File: config.mk
export PLATFORM = sky130hd
export DESIGN_NAME = id_ex_issue
export DESIGN_NICKNAME = d
export VERILOG_FILES = /design/src/rtl/id_ex_issue.sv
export SDC_FILE = /design/constraint.sdc
export NUM_CORES = 1
export LEC_CHECK = 0
export BUFFER_PORTS_ARGS = -buffer_cell sky130_fd_sc_hd__buf_2
export CORE_AREA = 2 2 120 122
export DETAILED_ROUTE_END_ITERATION = 10
export DIE_AREA = 0 0 122 124
export HOLD_SLACK_MARGIN = 0.1
export PLACE_DENSITY = 0.78
export SLEW_MARGIN = 15
export SYNTH_ARGS = -nofsm -noshare
export SYNTH_HDL_FRONTEND = slang
export SYNTH_SLANG_ARGS = --single-unit
File: constraint.sdc
create_clock -name clk -period 4.6 [get_ports clk]
set_input_delay 1.38 -clock clk [delete_from_list [all_inputs] [get_ports clk]]
set_output_delay 1.38 -clock clk [all_outputs]
set_load 0.03 [all_outputs]
File: src/rtl/id_ex_issue.sv
// id_ex_issue: operand forwarding, load-use bubble insertion and ID/EX pipeline register
module id_ex_issue #(
  parameter int DATA_W     = 32,
  parameter int FUNCT_W    = 6,
  parameter int REG_ADDR_W = 5,
  parameter int CNT_W      = 16
) (
  input  logic                  clk,
  input  logic                  rst,
  input  logic                  id_valid,
  input  logic [FUNCT_W-1:0]    id_funct,
  input  logic                  id_logic_en,
  input  logic                  id_rs_read,
  input  logic                  id_rt_read,
  input  logic [REG_ADDR_W-1:0] id_rs_addr,
  input  logic [REG_ADDR_W-1:0] id_rt_addr,
  input  logic [DATA_W-1:0]     id_rs_data,
  input  logic [DATA_W-1:0]     id_rt_data,
  input  logic                  id_use_imm,
  input  logic [DATA_W-1:0]     id_imm,
  input  logic [4:0]            id_shamt,
  input  logic                  id_wr_en,
  input  logic [REG_ADDR_W-1:0] id_wr_addr,
  input  logic                  id_mem_read,
  input  logic                  ex_fwd_wr_en,
  input  logic [REG_ADDR_W-1:0] ex_fwd_addr,
  input  logic [DATA_W-1:0]     ex_fwd_data,
  input  logic                  ex_fwd_is_load,
  input  logic                  mem_fwd_wr_en,
  input  logic [REG_ADDR_W-1:0] mem_fwd_addr,
  input  logic [DATA_W-1:0]     mem_fwd_data,
  input  logic                  ex_stall,
  input  logic                  flush,
  output logic                  id_stall,
  output logic                  ex_valid,
  output logic [FUNCT_W-1:0]    ex_funct,
  output logic                  ex_logic_en,
  output logic [DATA_W-1:0]     ex_operand_1,
  output logic [DATA_W-1:0]     ex_operand_2,
  output logic [4:0]            ex_shamt,
  output logic                  ex_wr_en,
  output logic [REG_ADDR_W-1:0] ex_wr_addr,
  output logic                  ex_mem_read,
  output logic [CNT_W-1:0]      bubble_cnt
);
  typedef struct packed {
    logic                  valid;
    logic [FUNCT_W-1:0]    funct;
    logic                  logic_en;
    logic [DATA_W-1:0]     op1;
    logic [DATA_W-1:0]     op2;
    logic [4:0]            shamt;
    logic                  wr_en;
    logic [REG_ADDR_W-1:0] wr_addr;
    logic                  mem_read;
  } ex_t;
  ex_t                   r_ex, w_next;
  logic [CNT_W-1:0]      r_bubble_cnt;
  logic [DATA_W-1:0]     w_rs_fwd, w_rt_fwd;
  logic                  w_load_use;
  // a load in EX has no data yet, so only MEM or the regfile can serve that address
  always_comb begin
    w_rs_fwd = (id_rs_addr == '0) ? '0 :
               (ex_fwd_wr_en && !ex_fwd_is_load && ex_fwd_addr == id_rs_addr) ? ex_fwd_data :
               (mem_fwd_wr_en && mem_fwd_addr == id_rs_addr) ? mem_fwd_data : id_rs_data;
    w_rt_fwd = (id_rt_addr == '0) ? '0 :
               (ex_fwd_wr_en && !ex_fwd_is_load && ex_fwd_addr == id_rt_addr) ? ex_fwd_data :
               (mem_fwd_wr_en && mem_fwd_addr == id_rt_addr) ? mem_fwd_data : id_rt_data;
    w_load_use = id_valid && ex_fwd_wr_en && ex_fwd_is_load && ex_fwd_addr != '0 &&
                 ((id_rs_read && id_rs_addr == ex_fwd_addr) ||
                  (id_rt_read && !id_use_imm && id_rt_addr == ex_fwd_addr));
    w_next = '{valid: id_valid, funct: id_funct, logic_en: id_logic_en, op1: w_rs_fwd,
               op2: id_use_imm ? id_imm : w_rt_fwd, shamt: id_shamt, wr_en: id_wr_en,
               wr_addr: id_wr_addr, mem_read: id_mem_read};
  end
  assign id_stall = !flush && (ex_stall || w_load_use);
  always_ff @(posedge clk or posedge rst) begin
    if (rst) begin
      r_ex         <= '0;
      r_bubble_cnt <= '0;
    end else if (flush) begin
      r_ex <= '0;
    end else if (!ex_stall) begin
      r_ex <= (w_load_use || !id_valid) ? ex_t'('0) : w_next;
      if (w_load_use && !(&r_bubble_cnt)) r_bubble_cnt <= r_bubble_cnt + 1'b1;
    end
  end
  assign ex_valid     = r_ex.valid;
  assign ex_funct     = r_ex.funct;
  assign ex_logic_en  = r_ex.logic_en;
  assign ex_operand_1 = r_ex.op1;
  assign ex_operand_2 = r_ex.op2;
  assign ex_shamt     = r_ex.shamt;
  assign ex_wr_en     = r_ex.wr_en;
  assign ex_wr_addr   = r_ex.wr_addr;
  assign ex_mem_read  = r_ex.mem_read;
  assign bubble_cnt   = r_bubble_cnt;
endmodule

* Yosys cells after proc, flatten, opt, wreduce, memory -nomap -nowiden
Cells that the tools add are included.
** Word-level totals
- Register bits :: 100
- Bits of input ports :: 210
- Output and inout port bits :: 101
- Logic and storage cells :: 57
** Operators by class
- $add $sub $neg :: 1
- Equal/unequal tests :: 7
- Muxes and demuxes :: 10
- Bitwise operators :: 2
- Reduce and logical (&&, ||, !) cells :: 27
** Operators with widths (number)
- 84-bit 2-to-1 mux :: 3
- 32-bit 2-to-1 mux :: 7
- 5-bit == test :: 6
- 16-bit by 1-bit adder with 16-bit output, second input constant :: 1
- 16-bit AND reduction :: 1
- 1-bit logical AND :: 14
- 5-bit zero test :: 2
- 1-bit zero test :: 5
- 5-bit nonzero test :: 1
- 1-bit logical OR :: 3
- 3-bit AND reduction :: 1
- 2-bit by 1-bit != test with 1-bit output, second input constant :: 1
- 1-bit NOT :: 2

* Logic depth before layout (Yosys ltp)
- Word-level depth :: 9
- Depth in mapped cells :: 8
- Depth with buffers taken out :: 6

* Worst setup path before layout
OpenSTA, ideal clock, no wires.
- Path kind :: input to output
- Start :: input port ex_fwd_addr[3]
- End :: output port id_stall
- Arrival time :: 2.816 ns
- Required time :: 3.220 ns
- Slack :: 0.404 ns
- Cell stages on the path :: 6
- Path buffers :: 1
- Path through :: xor2_1 -> nor3_1 -> and4_1 -> o21bai_4 -> buf_2 -> a21oi_1
** On the way
- Longest elaborated chain between the ends :: 6
- Elaborated cells between the ends (all ways) :: 10
- Those cells by class :: 2 x eq/ne; 8 x reduce/logical
** RTL lines
- start, declared :: RTL line 26 : input logic [REG_ADDR_W-1:0] ex_fwd_addr,
- 5-bit == test, on equally long branches :: RTL line 70, 71
- 1-bit logical AND, on equally long branches :: RTL line 70, 71
- 1-bit logical OR :: RTL line 70 : ((id_rs_read && id_rs_addr == ex_fwd_addr) ||
- 1-bit logical AND (*) :: RTL line 69 : w_load_use = id_valid && ex_fwd_wr_en && ex_fwd_is_load && ex_fwd_addr != '0 &&
- 1-bit logical OR (*) :: RTL line 76 : assign id_stall = !flush && (ex_stall || w_load_use);
- 1-bit logical AND (*) :: RTL line 76
- end, declared :: RTL line 34 : output logic id_stall,
Mark *: on every way between the ends. The rest lies on a longest branch, timed or not.

* Worst setup path after layout
- Start :: input port ex_fwd_addr[1]
- End :: output port id_stall
Same word-level chain as after synthesis.

==> run_results.csv <==
group,metric,value,unit
outcome,status,"finished, final reports clean",
hold_path,holdPathEnd,"ex_operand_1[18]",
clock_tree,clock_path_buffers,2,
power,p_clk_share,38.2,%
yosys,synth_cells,663,
yosys,synth_edf_count,0,
layout,final_common_cell,"buf_2",
sta,max-slew-margin-rel,32.3,%
clock_tree,cts_resized,0,
floorplan,initial_core_util,44.2,%
critical_path,r2r_slack,2070,ps
grt,antenna_found_initial,0,
yosys,postSynthAreaPerCell,9.14,µm²
yosys,ys.flop_type,"dfrtp_1",
critical_path,crit_top_cell,"buf_2",
critical_path,worstPathRequired,3220,ps
routing,wirelength,20800,µm
power,switching_share,27.6,%
sta,fin_worst_skew,5.55,ps
placed_design,place_inst,1113,
hold_path,worstHoldStart,"ex_operand_1[18]",
floorplan,row_count,43,
placed_design,hpwl,15300,µm
clock_tree,cts_tree,"built",
layout,fillers,1263,
placed_design,gp_congestion,0.870,
layout,final_cells,1128,
clock_tree,cts_hold_buf,0,
critical_path,worstPathCellList,"buf_2 > or4_1 > o2111ai_2 > o21bai_4 > a21oi_1 > buf_2",
clock_tree,post_cts.repair.setup_buffers,0,
layout,diodes,0,
grt,track_usage,26.7,%
clock_tree,root_buffer,"clkbuf_16",
critical_path,r2r-start,"bubble_cnt[5]",
layout,layout-drive-gt1-share,39.6,%
hold_path,min_path_cells,2,
layout,final_cell_mix,"buf_2, dfrtp_1, nor2_1, nand2_1, a22oi_1",
floorplan,die-area,15100,µm²
critical_path,r2r_end,"bubble_cnt[1]",
floorplan,io_pins,311,
routing,ant_nets,0,
power,irDropWorstVdd,0.214,mV
placed_design,post_dp_cell_area,7730,µm²
sta,period_minus_slack,4250,ps
layout,syn2layout_area_growth,32.9,%
power,p_comb_share,18.8,%
sta,max_freq,235,MHz
floorplan,die_height,124,µm
clock_tree,path_clk_slew,60,ps
sta,fin_tns_setup,0,ps
grt,grt_max_degree,88,
grt,grt-ovfl-total,0,
yosys,synth-seq-cells,100,
routing,viasPerCell,5.59,
sta,hold_viol,0,
flow_run,maxCapViolCount,0,
layout,nets,1155,
yosys,yosysSeqAreaShare,41.3,%
routing,wire_per_inst,18.4,µm
critical_path,cp.arrival,2870,ps
yosys,async_flop_share,100,%
routing,vias,6304,
yosys,yosys_warnings,0,
grt,grt_pass1_vias,5893,
hold_path,min-delay-path-class,"reg -> reg",
layout,fin_area,8050,µm²
clock_tree,htree_levels,3,
power,p_sw,596,µW
power,p_int,1.56,mW
critical_path,critPathSlowestCell,"or4_1",
floorplan,chipWidth,122,µm
placed_design,portBuffers,310,
grt,grt_pass1_wl,31000,µm
sta,final-setup-viol-count,0,
power,power_frac_seq,42.9,%
critical_path,worstRegToRegCells,5,
critical_path,crit_fanout,18,
yosys,synth_fp_nets,874,
power,power-per-cell-area,268,nW/µm²
critical_path,critPathMaxStageDelay,530,ps
routing,drt-pass1-iter-count,7,
critical_path,crit_type,"in -> out",
sta,rsz0062_at_grt,"no",
sta,tightest_slew,1010,ps
yosys,synth_cell_types,41,
layout,final_util,58.7,%
clock_tree,numCtsBuffers,9,
power,total_power,2.16,mW
yosys,syn_area,6060,µm²
critical_path,cp-start-kind,"input port",
critical_path,worst_setup_path_end_kind,"output pin",
routing,drt_iter0_drc,498,
routing,drc_errors,0,
power,p_leak,4.48,nW
sta,period_share,92.4,%
clock_tree,insertion_delay,340,ps
clock_tree,cts.sinks,100,
floorplan,coreArea,13700,µm²
sta,slew_violations,0,
-- cells by family (layout without fill, tap and decap cells) --
family	after synthesis	in the layout	share of synthesized area, %
compound gates	220	220	28.5
simple gates	186	186	13.5
flops	100	100	41.3
buf+inv	91	376	6.38
mux	33	33	5.47
xor+xnor	32	32	4.63
fa+ha+maj	1	1	0.206
-- flip-flops by register name (all words and copies together), names as in the netlist --
name and cells:
ex_operand_1 32, ex_valid 1, ex_wr_addr 5, ex_logic_en 1, ex_wr_en 1, ex_shamt 5, ex_operand_2 32, ex_funct 6
bubble_cnt 16, ex_mem_read 1
-- Yosys cell counts (3+ instances only) --
| library cell | count | area share [%] |
|---|---|---|
| inv_1 | 40 | 2.5 |
| nand2_1 | 70 | 4.3 |
| clkbuf_1 | 37 | 2.3 |
| o31ai_2 | 30 | 6.2 |
| nor2_1 | 71 | 4.4 |
| mux2i_1 | 32 | 5.3 |
| dfrtp_1 | 100 | 41 |
| a22oi_1 | 64 | 7.9 |
| nor4_1 | 10 | 1.0 |
| o31ai_1 | 3 | 0.37 |
| buf_2 | 9 | 0.74 |
| nor3_1 | 6 | 0.50 |
| nand4_1 | 5 | 0.52 |
| a211o_1 | 32 | 4.6 |
| o21ai_0 | 33 | 2.7 |
| buf_6 | 4 | 0.74 |
| or4_1 | 3 | 0.37 |
| xnor2_1 | 13 | 1.9 |
| nand3_1 | 9 | 0.74 |
| a21oi_1 | 33 | 2.7 |
| xor2_1 | 19 | 2.7 |
| and3_1 | 3 | 0.31 |
| a22o_1 | 19 | 2.7 |
-- worst max-delay path by stage --
stage / from / to / slack, ps / cells after the start
after CTS: ex_fwd_addr[1] / id_stall / 360 / 6
after detailed placement: ex_fwd_addr[1] / id_stall / 370 / 6
after global placement: ex_fwd_addr[1] / id_stall / 400 / 6
after floorplan: ex_fwd_addr[3] / id_stall / 400 / 6
after global routing: ex_fwd_addr[1] / id_stall / 290 / 6
final: ex_fwd_addr[1] / id_stall / 350 / 6
-- final cells by class --
| cell class | instances | area [µm²] | share of cell area, % |
|---|---|---|---|
| inverters | 40 | 155 | 1.93 |
| multi-input cells | 472 | 3190 | 39.7 |
| flip-flops and latches | 100 | 2500 | 31.1 |
| clock inverters | 4 | 73.8 | 0.917 |
| clock buffers | 11 | 243 | 3.01 |
| well taps | 180 | 225 | 2.80 |
| repair buffers | 321 | 1660 | 20.6 |
-- per-layer routing --
layer	GRT usage [%]	up-vias	routed length [µm]
li1	-	2950	-
met1	35.1	3033	8750
met2	44.0	290	10100
met3	4.67	31	1470
met4	9.99	0	434
met5	0	-	0
-- power groups by stage --
stage / clock [mW] / combinational [mW] / sequential, mW
2_1_floorplan: 0 / 0.164 / 0.998
3_3_place_gp: 0 / 0.401 / 0.940
3_5_place_dp: 0 / 0.406 / 0.941
4_1_cts: 0.833 / 0.408 / 0.925
5_1_grt: 0.873 / 0.441 / 0.928
6_report: 0.824 / 0.405 / 0.926
-- per-stage QoR --
| stage | worst slack (ps) | hold slack, ps |
|---|---|---|
| 2_1_floorplan | 404 | 650 |
| 3_3_place_gp | 402 | 455 |
| 3_5_place_dp | 371 | 467 |
| 4_1_cts | 364 | 482 |
| 5_1_grt | 289 | 499 |
| 6_report | 351 | 479 |
-- worst max-delay path: cells and delay by family --
| family | cells | cell delay, ps |
|---|---|---|
| compound gates | 3 | 640 |
| simple gates | 1 | 530 |
| buf+inv | 2 | 310 |
Power figures use the tool's default switching activity.
